[config.mk]
export PLATFORM = sky130hd
export DESIGN_NAME = sdram_arbiter
export DESIGN_NICKNAME = d
export VERILOG_FILES = /design/src/rtl/sdram_pkg.sv /design/src/rtl/sdram_arb_tagfifo.sv /design/src/rtl/sdram_arbiter.sv
export SDC_FILE = /design/constraint.sdc
export NUM_CORES = 1
export LEC_CHECK = 0
export ABC_AREA = 1
export ABC_CLOCK_PERIOD_IN_PS = 3150
export CAP_MARGIN = 20
export CORE_UTILIZATION = 36
export DETAILED_ROUTE_END_ITERATION = 10
export GPL_ROUTABILITY_DRIVEN = 0
export GPL_TIMING_DRIVEN = 0
export PLACE_DENSITY = 0.82
export SKIP_CTS_REPAIR_TIMING = 1
export SLEW_MARGIN = 40
export SYNTH_ARGS = -nofsm -noshare
export SYNTH_HDL_FRONTEND = slang
export SYNTH_HIERARCHICAL = 1
export SYNTH_SLANG_ARGS = --single-unit
[constraint.sdc]
create_clock -name clk -period 3.15 [get_ports clk]
set_clock_uncertainty 0.2 [all_clocks]
set_input_delay 0.7875 -clock clk [delete_from_list [all_inputs] [get_ports clk]]
set_output_delay 0.7875 -clock clk [all_outputs]
set_load 0.03 [all_outputs]
[src/rtl/sdram_pkg.sv]
// Shared SDRAM address and data widths, address field positions and tag sizing
// for the SDRAM request arbiter.
package sdram_pkg;

  localparam int SDRAM_ADDR_W = 24;
  localparam int SDRAM_DATA_W = 16;

  localparam int COL_LSB  = 0;
  localparam int COL_MSB  = 8;
  localparam int BANK_LSB = 9;
  localparam int BANK_MSB = 10;
  localparam int ROW_LSB  = 11;
  localparam int ROW_MSB  = 23;

  // Owner tag width; a single-bit tag is kept even for the two-requester case.
  function automatic int tag_width(input int nreq);
    return (nreq > 2) ? $clog2(nreq) : 1;
  endfunction

endpackage

[src/rtl/sdram_arb_tagfifo.sv]
// In-order FIFO of requester owner tags, one entry per request accepted by the
// SDRAM controller and not yet completed. A push into a full FIFO is taken when a pop coincides.
module sdram_arb_tagfifo
  import sdram_pkg::*;
#(
  parameter int DEPTH = 8,
  parameter int W     = 1
) (
  input  logic         clk,
  input  logic         rst,
  input  logic         push,
  input  logic         pop,
  input  logic [W-1:0] din,
  output logic [W-1:0] dout,
  output logic         full,
  output logic         empty
);

  localparam int AW = $clog2(DEPTH);

  logic [W-1:0]  mem [DEPTH];
  logic [AW-1:0] wr_ptr_reg;
  logic [AW-1:0] rd_ptr_reg;
  logic [AW:0]   count_reg;
  logic          do_push;
  logic          do_pop;

  assign full    = (count_reg == (AW+1)'(DEPTH));
  assign empty   = (count_reg == '0);
  assign do_pop  = pop && !empty;
  assign do_push = push && (!full || do_pop);
  // Head is read combinationally so a completion can be steered in its own cycle.
  assign dout    = mem[rd_ptr_reg];

  always_ff @(posedge clk or posedge rst) begin
    if (rst) begin
      wr_ptr_reg <= '0;
      rd_ptr_reg <= '0;
      count_reg  <= '0;
    end else begin
      if (do_push) wr_ptr_reg <= wr_ptr_reg + 1'b1;
      if (do_pop)  rd_ptr_reg <= rd_ptr_reg + 1'b1;
      case ({do_push, do_pop})
        2'b10:   count_reg <= count_reg + 1'b1;
        2'b01:   count_reg <= count_reg - 1'b1;
        default: count_reg <= count_reg;
      endcase
    end
  end

  always_ff @(posedge clk) begin
    if (do_push) mem[wr_ptr_reg] <= din;
  end

endmodule

[src/rtl/sdram_arbiter.sv]
// Round-robin arbiter sharing one SDRAM controller request port between NREQ
// requesters, routing in-order completions back by owner tag. Optional macro: SDRAM_ARB_ROW_LOCK_EN.
module sdram_arbiter
  import sdram_pkg::*;
#(
  parameter int NREQ      = 2,
  parameter int TAG_DEPTH = 8,
  parameter int MAX_LOCK  = 16
) (
  input  logic                           clk,
  input  logic                           rst,
  input  logic [NREQ-1:0]                req_valid,
  output logic [NREQ-1:0]                req_ready,
  input  logic [NREQ-1:0]                req_we,
  input  logic [NREQ*SDRAM_ADDR_W-1:0]   req_addr,
  input  logic [NREQ*SDRAM_DATA_W-1:0]   req_data,
  output logic [NREQ-1:0]                rsp_valid,
  output logic                           rsp_we,
  output logic [SDRAM_DATA_W-1:0]        rsp_data,
  output logic                           m_avalid,
  input  logic                           m_aready,
  output logic                           m_awe,
  output logic [SDRAM_ADDR_W-1:0]        m_aaddr,
  output logic [SDRAM_DATA_W-1:0]        m_adata,
  input  logic                           m_bvalid,
  input  logic                           m_bwe,
  input  logic [SDRAM_DATA_W-1:0]        m_bdata,
  output logic                           err
);

  localparam int TW = tag_width(NREQ);

  if (NREQ < 2 || NREQ > 4 || TAG_DEPTH < 4 || (TAG_DEPTH & (TAG_DEPTH - 1)) != 0 || MAX_LOCK < 1)
  begin : g_bad_cfg
    $error("sdram_arbiter: unsupported parameter set");
  end

  logic [SDRAM_ADDR_W-1:0] addr_arr [NREQ];
  logic [SDRAM_DATA_W-1:0] data_arr [NREQ];
  logic [NREQ-1:0]         head_onehot;
  logic [TW-1:0]           rr_ptr_reg;
  logic                    lock_reg;
  logic [TW-1:0]           lock_sel_reg;
  logic [TW-1:0]           rr_sel;
  logic [TW-1:0]           cand;
  logic                    found;
  logic [TW-1:0]           pick;
  logic [TW-1:0]           sel;
  logic                    rr_advance;
  logic                    xfer;
  logic                    blocked;
  logic                    fifo_full;
  logic                    fifo_empty;
  logic [TW-1:0]           head;

  for (genvar gi = 0; gi < NREQ; gi++) begin : g_req
    assign addr_arr[gi]    = req_addr[gi*SDRAM_ADDR_W +: SDRAM_ADDR_W];
    assign data_arr[gi]    = req_data[gi*SDRAM_DATA_W +: SDRAM_DATA_W];
    assign req_ready[gi]   = (sel == TW'(gi)) && m_aready && !blocked;
    assign head_onehot[gi] = (head == TW'(gi));
  end

  always_comb begin
    rr_sel = rr_ptr_reg;
    cand   = rr_ptr_reg;
    found  = 1'b0;
    for (int i = 0; i < NREQ; i++) begin
      if (!found && req_valid[cand]) begin
        rr_sel = cand;
        found  = 1'b1;
      end
      cand = (cand == TW'(NREQ-1)) ? '0 : cand + 1'b1;
    end
  end

`ifdef SDRAM_ARB_ROW_LOCK_EN
  localparam int BR_W  = ROW_MSB - BANK_LSB + 1;
  localparam int CNT_W = $clog2(MAX_LOCK + 1);

  logic [BR_W-1:0]  row_reg;
  logic [TW-1:0]    owner_reg;
  logic             owner_vld_reg;
  logic [CNT_W-1:0] lock_cnt_reg;
  logic             row_win;
  logic             same_row;

  assign same_row   = owner_vld_reg && (sel == owner_reg) &&
                      (addr_arr[sel][ROW_MSB:BANK_LSB] == row_reg);
  assign row_win    = owner_vld_reg && req_valid[owner_reg] &&
                      (addr_arr[owner_reg][ROW_MSB:BANK_LSB] == row_reg) &&
                      (lock_cnt_reg < CNT_W'(MAX_LOCK));
  assign pick       = row_win ? owner_reg : rr_sel;
  assign rr_advance = !(row_win && (sel == owner_reg));

  // lock_cnt counts grants in the current same-row run, including the first one.
  always_ff @(posedge clk or posedge rst) begin
    if (rst) begin
      row_reg       <= '0;
      owner_reg     <= '0;
      owner_vld_reg <= 1'b0;
      lock_cnt_reg  <= '0;
    end else if (xfer) begin
      row_reg       <= addr_arr[sel][ROW_MSB:BANK_LSB];
      owner_reg     <= sel;
      owner_vld_reg <= 1'b1;
      lock_cnt_reg  <= same_row ? lock_cnt_reg + 1'b1 : CNT_W'(1);
    end
  end
`else
  assign pick       = rr_sel;
  assign rr_advance = 1'b1;
`endif

  assign sel      = lock_reg ? lock_sel_reg : pick;
  assign blocked  = fifo_full && !m_bvalid;
  // Gated by the selected requester so a requester that drops valid under hold issues nothing.
  assign m_avalid = req_valid[sel] && !blocked;
  assign m_awe    = req_we[sel];
  assign m_aaddr  = addr_arr[sel];
  assign m_adata  = data_arr[sel];
  assign xfer     = m_avalid && m_aready;

  always_ff @(posedge clk or posedge rst) begin
    if (rst) begin
      rr_ptr_reg   <= '0;
      lock_reg     <= 1'b0;
      lock_sel_reg <= '0;
    end else begin
      lock_reg <= m_avalid && !m_aready;
      if (m_avalid && !m_aready) lock_sel_reg <= sel;
      if (xfer && rr_advance) rr_ptr_reg <= (sel == TW'(NREQ-1)) ? '0 : sel + 1'b1;
    end
  end

  sdram_arb_tagfifo #(
    .DEPTH (TAG_DEPTH),
    .W     (TW)
  ) u_tagfifo (
    .clk   (clk),
    .rst   (rst),
    .push  (xfer),
    .pop   (m_bvalid),
    .din   (sel),
    .dout  (head),
    .full  (fifo_full),
    .empty (fifo_empty)
  );

  always_ff @(posedge clk or posedge rst) begin
    if (rst) begin
      rsp_valid <= '0;
      rsp_we    <= 1'b0;
      rsp_data  <= '0;
      err       <= 1'b0;
    end else if (m_bvalid && !fifo_empty) begin
      rsp_valid <= head_onehot;
      rsp_we    <= m_bwe;
      rsp_data  <= m_bdata;
    end else begin
      rsp_valid <= '0;
      if (m_bvalid) err <= 1'b1;
    end
  end

endmodule

---- After elaboration in Yosys (flattened, before gate mapping) ----
Memories as Yosys holds them, arrays and structs flattened.
Index checks and enable logic that the tools add are counted.
storage, ports and cells
  bits in registers ....................... 33
  RAM bits ................................ 8
  memories kept ........................... 1
  output and inout port bits .............. 64
  logic and storage cells ................. 72
operators by class
  add/sub/neg operators ................... 6
  mux-type cells .......................... 23
  magnitude comparators ................... 4
  equal/unequal tests ..................... 3
  reductions and logical operators ........ 21
  bitwise operators ....................... 4
memories
  name           depth  width  read ports  clocked after memory_dff  wr ports  line                     text
  u_tagfifo.mem  8      1      1           0                         1         sdram_arb_tagfifo.sv:21  logic [W-1:0] mem [DEPTH];
operators with widths
  kind                                                         count
  2-to-1 mux 24 bit                                            3
  2-to-1 mux 16 bit                                            3
  2-to-1 mux 1 bit                                             15
  logical AND 1 bit                                            11
  case mux 4 bit (2 select lines)                              1
  adder 3 x 1 -> 3 bit (second input constant)                 2
  logical NOT 1 bit                                            6
  less-than comparator 1 x 2 -> 1 bit (second input constant)  3
  adder 4 x 1 -> 4 bit (second input constant)                 1
  == test 4 bit (second input constant)                        1
  logical NOT 4 bit                                            1
  subtractor 4 x 1 -> 4 bit (second input constant)            1
  NOT 1 bit                                                    3
  adder 1 bit (second input constant)                          2
  == test 2 x 1 -> 1 bit (second input constant)               1
  == test 2 bit (second input constant)                        1
  greater-or-equal comparator 2 bit (second input constant)    1
  2-to-1 mux 2 bit                                             1
  NOT 1 -> 2 bit                                               1
  AND reduction 2 bit                                          1
  nonzero test 2 bit                                           1
  logical OR 1 bit                                             1

---- Longest topological paths before layout ----
Gate-level depths: netlist of the first run.
  word-level depth ........................ 14
  depth in mapped cells ................... 20

---- By module ----
The synthesis of the first run kept the hierarchy.
modules (own cells, without submodules)
  module             seq. area each (um^2)  cells each  area an instance (um^2)  instances
  sdram_arbiter      575.6                  213         1536.5                   1
  sdram_arb_tagfifo  490.5                  98          967.2                    1

---- Least setup slack after synthesis of the first run ----
Ideal clock, no wire load.
  path kind ............................... input port to output port
  start point ............................. in req_valid[0]
  end point ............................... out req_ready[0]
  path buffers ............................ 2
  arrival ................................. 2.010 ns
  cell stages on the path ................. 8
  required time ........................... 2.162 ns
  path slack .............................. 0.153 ns
  path through ............................ inv_1 -> nand2_1 -> nand2_1 -> nand2_1 -> nand2_1 -> buf_6 -> buf_6 -> nor3_1
between the ends
  cells in the longest elaborated chain, start to end .. 10
  elaborated cells between the ends (all ways) .. 12
  classes of those cells .................. mux: 7; bitwise: 1; reduce/logical: 4
ends and longest elaborated chain
  what                                                 line                  text
  from (decl)                                          sdram_arbiter.sv:12   input logic [NREQ-1:0] req_valid,
  2-to-1 mux 1 bit (not written as such) (2 in a row)  sdram_arbiter.sv:68   if (!found && req_valid[cand]) begin
  2-to-1 mux 1 bit                                     sdram_arbiter.sv:68
  logical NOT 1 bit                                    sdram_arbiter.sv:68
  logical AND 1 bit *                                  sdram_arbiter.sv:68
  2-to-1 mux 1 bit *                                   sdram_arbiter.sv:68
  2-to-1 mux 1 bit *                                   sdram_arbiter.sv:114  assign sel = lock_reg ? lock_sel_reg : pick;
  net sel                                              sdram_arbiter.sv:48   logic [TW-1:0] sel;
  NOT 1 bit *                                          sdram_arbiter.sv:59   assign req_ready[gi] = (sel == TW'(gi)) && m_aready && !blocked;
  logical AND 1 bit * (2 in a row)                     sdram_arbiter.sv:59
  to (decl)                                            sdram_arbiter.sv:13   output logic [NREQ-1:0] req_ready,
Mark *: on every way through the listed nets, which the timed path passes. The rest lies on a longest branch. The select of a mux whose other input is x is not followed.

---- Final worst setup path of the first run ----
  start point ............................. in req_valid[1]
  end point ............................... out m_aaddr[2]
between the ends
  cells in the longest elaborated chain, start to end .. 11
  elaborated cells between the ends (all ways) .. 13
  classes of those cells .................. mux: 10; bitwise: 1; reduce/logical: 2
ends and longest elaborated chain
  what                                                    line                  text
  2-to-1 mux 1 bit (not written as such) (2 in a row)     sdram_arbiter.sv:68
  2-to-1 mux 1 bit                                        sdram_arbiter.sv:68
  logical NOT 1 bit                                       sdram_arbiter.sv:68
  logical AND 1 bit *                                     sdram_arbiter.sv:68
  2-to-1 mux 1 bit *                                      sdram_arbiter.sv:68
  2-to-1 mux 1 bit *                                      sdram_arbiter.sv:114
  NOT 1 -> 2 bit (not written as such) *                  sdram_arbiter.sv:119  assign m_aaddr = addr_arr[sel];
  2-to-1 mux 24 bit (not written as such) * (3 in a row)  sdram_arbiter.sv:119
  to (decl)                                               sdram_arbiter.sv:23   output logic [SDRAM_ADDR_W-1:0] m_aaddr,
Mark *: on every way between the ends. The rest lies on a longest branch, timed or not. The select of a mux whose other input is x is not followed.

==> key figures, run 1 <==
Run status
  – Status: finished clean

Floorplanning
  – Initial Utilization: 37.1%
  – CORE AREA: 6760 µm²
  – Rows: 30
  – Die width: 85.4 µm
  – I/O pins: 169
  – Die area: 7290 µm²
  – Die H: 85.4 µm

Worst setup path
  – FF-to-FF path depth: 16
  – Worst R2R Setup Slack: 520 ps
  – Worst r2r src: u_tagfifo/count_reg[0]
  – FF-to-FF End: u_tagfifo/count_reg[3]
  – Worst EP arrival: 1980 ps
  – Crit Path Max Fanout: 10
  – Type of origin of the critical path: primary input
  – Critical Path RT: 2160 ps
  – Critical path class: primary input to output port
  – Crit end category: output port

Final layout
  – Final net count: 601
  – Max reg flops: 16
  – Cell area after layout: 4430 µm²
  – Diode count: 0
  – P&R area growth vs syn: 77.1%
  – Fillers: 561
  – Share of layout cells above drive strength 1: 21.7%

CTS
  – CTS Root Cell: clkbuf_8
  – Clk sinks: 41
  – H-tree depth: 2
  – Clock-pin slew on the worst setup and hold paths: 70 ps
  – Worst-skew pair later-pin latency: 290 ps
  – CTS tree: yes
  – CTS max path bufs: 2
  – TritonCTS Buffers: 5

Worst hold path
  – Hold path startpoint: rr_ptr_reg
  – Hold Crit Depth: 2
  – HP Class: flop to flop
  – Worst Hold Path EP: rr_ptr_reg

Drt
  – DRC violations left: 0
  – Routed Wire Length: 7230 µm
  – Remaining antenna violation count: 0
  – WL per Instance: 12.6 µm
  – Drt first pass iters: 5
  – Drt initial violations: 67
  – DR vias/cell: 4.62
  – DR vias: 2645

STA
  – # setup viols final: 0
  – Post-route minimum period: 2970 ps
  – Unrepaired setup endpoints after global routing: false
  – Final Hold Violating Endpoints: 0
  – Crit share post-route: 94.2%
  – Slew @ Worst Pin: 482 ps
  – Slew Limit Headroom: 67.8%
  – Fmax: 0.337 GHz
  – Final Max Tran Viols: 0
  – Setup tns final: 0 ps

Pwr
  – Sw Ratio: 46.1%
  – Combinational power share: 64.6%
  – Sw Pwr: 0.00162 W
  – P_leak: 2.23 nW
  – Internal power: 0.00189 W
  – Part of the power in the clock network: 11.5%
  – Register share of total power: 23.9%
  – Pwr Density: 792 nW/µm²
  – Max VDD drop: 319 µV

Global routing
  – Vias in the first global route: 2502
  – GRT overflow: 0
  – First-pass GRT wire length: 11200 µm
  – Initial antenna violation count: 0
  – Largest net degree at the start of global routing: 24
  – Global-route usage over all layers: 19.4%

Synth
  – Post-synth top area share: 33.0%
  – Register bit total from synthesis: 41
  – Cells after Synth: 311
  – Avg Cell Area, Syn: 8.05 µm²
  – Synth cell count leaders: nand2_1, dfrtp_1, inv_1
  – Primary FF master, synth: dfrtp_1
  – Ys async rst share: 80.5%
  – Most frequent cell after synthesis: nand2_1
  – Yosys top cell by area: dfrtp_1
  – Ys Warns: 6
  – Distinct cell type count of the synthesized netlist: 31
  – Number of flops mapped to enable cells by yosys: 8
  – Net Count, Synth: 421
  – Syn Std Cell Area: 2500 µm²
  – Seq/Total Area, Yosys: 42.6%
  – Synth top area cells: dfrtp_1, nand2_1, edfxtp_1, mux2_4, mux2_2

Placed design
  – Port Buffers: 168
  – Final HPWL DP: 5840 µm
  – Placed cell area: 4290 µm²

Flow run
  – Max-Cap Viols: 0
## cell families (layout without fill, tap and decap cells)
group | after synthesis | after routing | synth area share, %
xor gates and xnor gates | 5 | 5 | 1.75
adders and majority gates | 5 | 5 | 2.80
DFF | 41 | 41 | 42.6
muxes | 18 | 18 | 9.30
AOI/OAI and AO/OA | 13 | 13 | 3.00
and+or+nand+nor | 193 | 193 | 32.5
buffers and inverters | 36 | 217 | 8.05
## routing by layer
metal	global-route usage, %	vias to the layer above	routed length [µm]
met4	5.91	0	112
met2	34.8	115	3640
met5	0	-	0
li1	-	1338	-
met3	6.03	10	502
met1	22.2	1182	2980
## final cells by class
type,instances,area [µm²],area share (%)
Timing Repair Buffer,173,1620,36.6
Buffer,11,149,3.36
Inverter,25,98.8,2.23
Multi-Input combinational cell,234,1280,29.0
Tap cell,80,100,2.26
Clock inverter,1,6.26,0.141
Clock buffer,7,108,2.43
Sequential cell,41,1070,24.0
## cell usage in the layout (no fill, tap or decap), drive strengths merged
master / netlist / routed
edfxtp: 8 / 8
nand2: 152 / 152
nand3: 12 / 12
a21o: 1 / 1
o21a: 1 / 1
clkbuf: 0 / 27
a21oi: 5 / 5
mux2: 18 / 18
dlymetal6s2s: 0 / 5
nand4: 4 / 4
inv: 25 / 26
or2: 1 / 1
nor2: 17 / 17
xnor2: 2 / 2
nand3b: 1 / 1
nor3b: 3 / 3
buf: 11 / 38
clkdlybuf4s50: 0 / 121
xor2: 3 / 3
o21ai: 6 / 6
dfrtp: 33 / 33
fa: 1 / 1
ha: 4 / 4
nor3: 3 / 3
## power by group through the flow
stage / Combinational, W / Sequential (W) / Clock, W
2_1_floorplan: 0.00126 / 0.000950 / 0
3_3_place_gp: 0.00219 / 0.000832 / 0
3_5_place_dp: 0.00224 / 0.000840 / 0
4_1_cts: 0.00225 / 0.000832 / 0.000414
5_1_grt: 0.00245 / 0.000859 / 0.000440
6_report: 0.00227 / 0.000838 / 0.000405
## metrics by stage
step           hold WS, ps  instances  setup slack [ps]  util [%]  power [W]
2_1_floorplan          242        311               153         -    0.00221
3_3_place_gp           250        559              -669      63.4    0.00302
3_5_place_dp           259        559              -711      63.4    0.00308
4_1_cts                277        567              -717      65.1    0.00349
5_1_grt                303        572               117      65.6    0.00375
6_report               279        572               182      65.6    0.00351
## worst max path at each step
| stage | from | to | slack, ps | cells after the start |
|---|---|---|---|---|
| 2_1_floorplan | req_valid[0] | req_ready[0] | 150 | 8 |
| 3_3_place_gp | req_valid[1] | req_ready[1] | -670 | 9 |
| 3_5_place_dp | req_valid[1] | req_ready[1] | -710 | 9 |
| 4_1_cts | req_valid[1] | req_ready[1] | -720 | 9 |
| 5_1_grt | req_valid[1] | m_avalid | 120 | 11 |
| 6_report | req_valid[1] | m_aaddr[2] | 180 | 10 |
## worst max-delay path, cell delays in order
cell and delay, ps:
dlymetal6s2s_1 130, inv_1 80, a21oi_2 140, nand2_2 100, nand2_4 120, buf_8 140
buf_6 140, nand2_1 50, nand2_1 80, clkbuf_4 190
Power figures use the tool's default switching activity.
==> run 2: changes to the inputs <==
SLEW_MARGIN = 0   (was 40)
==> run 2 against run 1 <==
- first-iteration DRC count increased by 18%
- highest routed layer unchanged
- die area stayed put
- worst setup slack hardly changed
- sequential cell count is the same
- hold slack got worse by 4.1 ps
- final cell count down 0.35%
- via count fell by 0.57%
- non-clock buffer count decreased by 1
- critical path depth stayed put
==> key figures, run 2 (synthesis results as in run 1) <==
Drt
  – Metal2 WL: 3640 µm
  – WL met3: 502 µm
  – Drt first pass iters: 4
  – DR vias: 2630
  – Remaining antenna violation count: 0
  – WL per Instance: 12.4 µm
  – Uppermost layer routed: met4
  – Drt initial violations: 79
  – Wl on met1: 2890 µm
  – DRC violations left: 0
  – DR vias/cell: 4.61
  – Routed Wire Length: 7090 µm

Worst setup path
  – Crit path max-delay family: buffers and inverters
  – Worst setup path endpoint: m_adata[11]
  – Crit end category: output port
  – Worst EP arrival: 1980 ps
  – Max incr delay on CP: 200 ps
  – Critical Path RT: 2160 ps
  – Bufs and invs on worst path: 5
  – Ordered list of cells on the worst path: dlymetal6s2s_1, inv_1, a21oi_1, nand2_2, nand2_4, buf_6, buf_6, nand2_1, nand2_1, clkbuf_2
  – Critical path class: primary input to output port
  – CP max stage cell: clkbuf_2
  – Crit. Startpoint: req_valid[1]
  – WP depth: 10
  – Worst r2r src: u_tagfifo/count_reg[0]
  – Type of origin of the critical path: primary input
  – Worst R2R Setup Slack: 560 ps
  – FF-to-FF End: u_tagfifo/count_reg[3]
  – FF-to-FF path depth: 16
  – Crit Path Max Fanout: 10

STA
  – Final Hold Violating Endpoints: 0
  – Slew @ Worst Pin: 861 ps
  – Fmax: 0.337 GHz
  – Worst hold slack: 275 ps
  – Setup tns final: 0 ps
  – Worst setup margin: 183 ps
  – Slew Limit Headroom: 42.5%
  – Post-route minimum period: 2970 ps
  – # setup viols final: 0
  – Crit share post-route: 94.2%
  – Final Max Tran Viols: 0
  – Unrepaired setup endpoints after global routing: false

Global routing
  – Initial antenna violation count: 0
  – Largest net degree at the start of global routing: 24
  – Vias in the first global route: 2526
  – GRT overflow: 0
  – First-pass GRT wire length: 11200 µm
  – Global-route usage over all layers: 19.4%

Final layout
  – Most common cell after layout, fill and taps aside: nand2_1
  – Commonest cells after routing, fill and taps aside: nand2_1, clkdlybuf4s50_1, dfrtp_1
  – Cell area after layout: 4350 µm²
  – Core Util, Final: 64.3%
  – Max reg flops: 16
  – Diode count: 0
  – P&R area growth vs syn: 73.6%
  – Final net count: 600
  – Share of layout cells above drive strength 1: 20.6%

CTS
  – CTS tree: yes
  – CTS max path bufs: 2
  – H-tree depth: 2
  – TritonCTS Buffers: 5
  – Clk sinks: 41
  – CTS Root Cell: clkbuf_8
  – Clock-pin slew on the worst setup and hold paths: 70 ps
  – Worst-skew pair later-pin latency: 290 ps

Placed design
  – Port Buffers: 168
  – Worst slack at placement: -723 ps
  – Final HPWL DP: 5850 µm
  – Placed cell area: 4290 µm²

Floorplanning
  – Die area: 7290 µm²
  – CORE AREA: 6760 µm²
  – Initial Utilization: 37.1%
  – Die H: 85.4 µm
  – Rows: 30
  – Die width: 85.4 µm
  – I/O pins: 169

Flow run
  – Max-Cap Viols: 0

Run status
  – Status: finished clean

Pwr
  – Pwr Density: 780 nW/µm²
  – P_leak: 2.20 nW
  – Max VDD drop: 347 µV

Worst hold path
  – HP Class: flop to flop
==> run 2: cell count changes in the layout (fill, tap and decap cells not counted), sizes merged <==
cell	previous run	this run
buf	38	39
clkbuf	27	24
clkinv	0	2
inv	26	24
==> run 2: power breakdown <==
part	switching [W]	total, W	internal (W)
combinational	0.00129	0.00219	0.000897
sequential	0.000124	0.000835	0.000712
clock	0.000168	0.000366	0.000198
total	0.00158	0.00339	0.00181
==> run 2: per-layer routing <==
metal,GRT usage [%],vias up
met5,0,-
met4,5.45,0
met3,6.13,6
met2,35.6,120
met1,21.7,1165
li1,-,1339
==> run 2: tightest hold or removal path, delay by kind of cell, from the launching register on <==
kind             cells  cell delay, ps
DFF                  1             340
and+or+nand+nor      2             100
==> run 2: layout make-up <==
class / instances / area (µm²)
clock buffer: 6 / 93.8
timing repair buffer: 172 / 1580
tap: 80 / 100
sequential: 41 / 1070
clock inverter: 1 / 5.00
buffer: 11 / 141
multi-input combinational: 234 / 1260
fill: 567 / 2410
inverter: 25 / 98.8
==> run 2: worst min-delay path by stage <==
| stage | startpoint | endpoint | slack (ps) | cells past startpoint |
|---|---|---|---|---|
| 2_1_floorplan | lock_sel_reg | lock_sel_reg | 240 | 2 |
| 3_3_place_gp | err | err | 250 | 1 |
| 3_5_place_dp | lock_sel_reg | lock_sel_reg | 260 | 2 |
| 4_1_cts | rr_ptr_reg | rr_ptr_reg | 280 | 2 |
| 5_1_grt | rr_ptr_reg | rr_ptr_reg | 300 | 2 |
| 6_report | rr_ptr_reg | rr_ptr_reg | 280 | 2 |
==> run 2: per-stage QoR <==
step	instances	total power, W
3_3_place_gp	559	0.00302
5_1_grt	570	0.00364
2_1_floorplan	311	0.00221
3_5_place_dp	559	0.00308
6_report	570	0.00339
4_1_cts	566	0.00345
